[src/rtl/q_period_meter.sv]
// Period and high-time meter for a single-bit Q stream. Each completed
// rise-to-rise interval is offered as a result on a valid/ready handshake.
module q_period_meter #(
  parameter int unsigned CNT_W = 16
) (
  input  logic             clk,
  input  logic             rst_n,
  input  logic             en,
  input  logic             clr,
  input  logic             q_in,
  output logic [CNT_W-1:0] period,
  output logic [CNT_W-1:0] high_time,
  output logic             valid,
  input  logic             ready,
  output logic             overrun,
  output logic             timeout
);

  typedef enum logic [1:0] {
    IDLE,
    ARM,
    MEAS
  } state_t;

  state_t           state;
  logic [CNT_W-1:0] cnt;
  logic [CNT_W-1:0] hi_cap;
  logic             q_d;
  logic             rise;
  logic             fall;
  logic             capture;
  logic             cnt_max;

  always_comb begin
    rise    = q_in & ~q_d;
    fall    = ~q_in & q_d;
    cnt_max = (cnt == '1);
    capture = (state == MEAS) && en && !clr && rise;
  end

  always_ff @(posedge clk or negedge rst_n) begin
    if (!rst_n) begin
      state     <= IDLE;
      cnt       <= '0;
      hi_cap    <= '0;
      q_d       <= 1'b0;
      period    <= '0;
      high_time <= '0;
      valid     <= 1'b0;
      overrun   <= 1'b0;
      timeout   <= 1'b0;
    end else begin
      q_d <= q_in;

      // Result latch; clr below overrides valid/overrun since its NBAs come last.
      if (capture) begin
        if (!valid || ready) begin
          period    <= cnt;
          high_time <= hi_cap;
          valid     <= 1'b1;
        end else begin
          overrun <= 1'b1;
        end
      end else if (valid && ready) begin
        valid <= 1'b0;
      end

      if (clr) begin
        valid   <= 1'b0;
        overrun <= 1'b0;
        timeout <= 1'b0;
        cnt     <= '0;
        state   <= en ? ARM : IDLE;
      end else if (!en) begin
        cnt   <= '0;
        state <= IDLE;
      end else begin
        case (state)
          IDLE: begin
            cnt   <= '0;
            state <= ARM;
          end
          ARM: begin
            if (rise) begin
              cnt    <= CNT_W'(1);
              hi_cap <= '0;
              state  <= MEAS;
            end
          end
          MEAS: begin
            if (rise) begin
              cnt    <= CNT_W'(1);
              hi_cap <= '0;
            end else if (cnt_max) begin
              timeout <= 1'b1;
              cnt     <= '0;
              state   <= ARM;
            end else begin
              cnt <= cnt + CNT_W'(1);
              if (fall) begin
                hi_cap <= cnt;
              end
            end
          end
          default: state <= IDLE;
        endcase
      end
    end
  end

endmodule

[config.mk]
export PLATFORM = sky130hd
export DESIGN_NAME = q_period_meter
export DESIGN_NICKNAME = d
export VERILOG_FILES = /design/src/rtl/q_period_meter.sv
export SDC_FILE = /design/constraint.sdc
export NUM_CORES = 1
export LEC_CHECK = 0
export ABC_AREA = 0
export CORE_MARGIN = 2
export CORE_UTILIZATION = 30
export CTS_CLUSTER_SIZE = 25
export DETAILED_ROUTE_END_ITERATION = 8
export PLACE_DENSITY = 0.53
export SLEW_MARGIN = 20
export SYNTH_ARGS = -nofsm -noshare
export SYNTH_HDL_FRONTEND = slang
export SYNTH_SLANG_ARGS = --single-unit
[constraint.sdc]
create_clock -name clk -period 2.35 [get_ports clk]
set_clock_uncertainty 0.15 [all_clocks]
set_input_delay 0.47 -clock clk [delete_from_list [all_inputs] [get_ports clk]]
set_output_delay 0.47 -clock clk [all_outputs]
set_load 0.005 [all_outputs]
==> metrics.yaml <==
run_status:
  status: "finished, final reports clean"
min_path:
  whs_endpoint: "high_time[4]$_DFFE_PN0P_"
  min_from: "high_time[4]$_DFFE_PN0P_"
  hp-class: "register to register"
  whs_path_depth: 1
die:
  io_pins: 41
  start_util_pct: 30.6
  coreArea_sq_um: 10300
  die_y_um: 106
  rows: 37
  die_w_um: 106
  die-area_sq_um: 11300
setup_path:
  cp.required_ps: 2470
  crit_fanout: 16
  worstRegToRegCells: 6
  timing.rr.start: "state[0]$_DFFE_PN0P_"
  crit_arrival_ps: 2280
  r2r-end: "hi_cap[7]$_DFFE_PN0P_"
  startpoint_type: "input port"
  end_kind: "register"
  path_class: "input port to register"
  timing.reg2reg.setup_slack_ps: 250
logic_synthesis:
  synth_cell_type_count: 42
  synth_area_per_cell_sq_um: 12.1
  syn_nets: 272
  synthCells: 261
  synth_edf_count: 0
  yosysWarningCount: 0
  ys_ff_latch: 70
  synthFlopType: "dfrtp_1"
  synth_area_sq_um: 3150
  yosysSeqAreaShare_pct: 55.6
  ys_async_sr_fraction_pct: 100
placed_design:
  dpl_cell_area_sq_um: 4020
  gp_congestion: 0.788
  port-buffer-count: 40
  dp.cells: 469
  dp_hpwl_um: 5220
routing:
  wire_per_inst_um: 15.2
  vias_per_cell: 4.92
  drc_errors: 0
  drtPass1Iterations: 4
  ant_nets: 0
  routed_wl_um: 7410
  drt_iter0_drc: 100
  vias: 2392
global_routing:
  grt_usage_pct: 14.6
  grt_pass1_vias: 2556
  grt_overflow_total: 0
  grt_max_degree: 58
  antenna_found_initial: 0
  grt_pass1_wl_um: 13200
sta:
  rsz0062_at_grt: "false"
  finalSetupTns_ps: 0
  period_needed_ps: 2160
  tightest_slew_ps: 467
  max_slew_margin_pct: 68.7
  fmax_mhz: 463
  finalCritPeriodShare_pct: 91.8
  finalSetupViolCount: 0
  drv_slew: 0
  hold_violations: 0
clock_tree:
  insertion_delay_ps: 330
  cts_num_sinks: 70
  cts_max_level: 3
  cts_buffer_depth: 2
  cts_tree: "yes"
  clockRootBuffer: "clkbuf_8"
  clk_pin_slew_ps: 80
  cts_buffers: 9
  cts_setup_buffers: 0
cells_and_area:
  antenna_cells: 0
  syn2layout_area_growth_pct: 33.6
  drive_above_1_share_pct: 29.7
  fin_area_sq_um: 4210
  register_area_sq_um: 1750
  multi_input_area_sq_um: 1290
  nets: 356
  fill_cells: 1005
  stdcell_count: 486
power_and_ir_drop:
  power_leakage_nw: 1.83
  p_per_area_nw_per_um2: 530
  vdd_ir_drop_max_mv: 0.265
  total_power_mw: 2.23
run:
  cap_violations: 0
[stage by stage]
| stage | setup WS [ps] | utilization (%) | hold slack (ps) |
|---|---|---|---|
| CTS | 188 | 40.9 | 359 |
| detailed placement | -154 | 39.2 | 264 |
| global placement | -127 | 39.2 | 266 |
| floorplan | 96.6 | - | 24.4 |
| global route | 64.8 | 40.9 | 375 |
| finish | 192 | 40.9 | 349 |
[layout by cell type (no fill, tap or decap), types with 2 or more instances in the layout]
cell type,Yosys,final
a32o_1,17,17
mux2_2,30,30
buf_4,0,45
nand4_1,7,7
nand2_1,14,14
or2_2,2,2
ha_1,5,5
o31ai_1,5,5
or4_1,6,6
nor3_1,4,4
clkbuf_8,0,9
nor2_1,7,7
nor4_1,3,3
a21oi_1,10,10
clkinv_2,0,3
dfrtp_1,70,70
o21ai_0,8,8
or3_1,3,3
nor2b_1,4,4
a31oi_1,8,8
inv_1,11,11
clkdlybuf4s50_1,0,39
clkinv_4,0,2
buf_12,0,2
mux2_1,2,2
nand3b_1,3,3
nand3_1,9,9
o31a_1,2,2
[layer usage]
layer	global-route usage, %	routed length [um]	vias up
li1	-	-	1153
met1	21.4	3800	1190
met2	21.6	3330	42
met3	2.70	212	7
met4	4.82	62	0
met5	0	0	-
[cell usage after synthesis, types with 4 or more instances]
| library cell | n | area share [%] |
|---|---|---|
| nand4_1 | 7 | 1.4 |
| nor2_1 | 7 | 0.83 |
| a21oi_1 | 10 | 1.6 |
| inv_1 | 11 | 1.3 |
| nand2_1 | 14 | 1.7 |
| o21ai_0 | 8 | 1.3 |
| nand3_1 | 9 | 1.4 |
| a32o_1 | 17 | 5.4 |
| or4_1 | 6 | 1.4 |
| nor3_1 | 4 | 0.64 |
| o31ai_1 | 5 | 1.2 |
| buf_2 | 10 | 1.6 |
| mux2_2 | 30 | 11 |
| dfrtp_1 | 70 | 56 |
| ha_1 | 5 | 2.0 |
| nor2b_1 | 4 | 0.79 |
| a31oi_1 | 8 | 1.6 |
[power breakdown]
| part | internal [mW] | switching [mW] |
|---|---|---|
| Clock | 0.385 | 0.483 |
| Combinational | 0.0601 | 0.0904 |
| Sequential | 1.21 | 0.00389 |
| Total | 1.65 | 0.577 |
[layout make-up]
cell class / count / area share [%]
multi-input cells: 165 / 30.6
clock buffers: 9 / 2.94
flip-flops and latches: 70 / 41.6
repair buffers: 88 / 18.6
well taps: 136 / 4.05
clock inverters: 7 / 1.16
inverters: 11 / 0.982
[registers in the layout, indices dropped and copies added, names as in the netlist]
register	flops
overrun	1
period	16
timeout	1
state	2
valid	1
hi_cap	16
q_d	1
cnt	16
high_time	16
[cell families after synthesis]
family          after synthesis  synth area share, %
compound gates               59                 14.2
fa+ha+maj                     5                 1.99
buf+inv                      26                 3.74
flops                        70                 55.6
mux                          32                 11.4
simple gates                 69                 13.0
[worst max-delay path by stage]
| stage | from | end | slack (ps) | depth (start not counted) |
|---|---|---|---|---|
| 2_1_floorplan | q_in | hi_cap[10]$_DFFE_PN0P_ | 100 | 7 |
| 3_3_place_gp | q_in | cnt[13]$_DFFE_PN0P_ | -130 | 8 |
| 3_5_place_dp | q_in | cnt[13]$_DFFE_PN0P_ | -150 | 8 |
| 4_1_cts | q_in | hi_cap[0]$_DFFE_PN0P_ | 190 | 8 |
| 5_1_grt | q_in | hi_cap[1]$_DFFE_PN0P_ | 60 | 8 |
| 6_report | q_in | hi_cap[7]$_DFFE_PN0P_ | 190 | 8 |
[what timing repair did]
item	4_1_cts	5_1_grt
gates resized for setup	0	0
hold endpoints to repair	13	0
hold buffers	1	0
[worst max-delay path, cell delays in order]
cell             delay (ps)
clkdlybuf4s50_1         420
ha_1                    260
buf_4                   170
nand2b_1                200
nor3_4                  180
nor3b_2                 180
buf_4                   230
a32o_1                  150
Note: power is estimated with default switching activity, not from simulation.
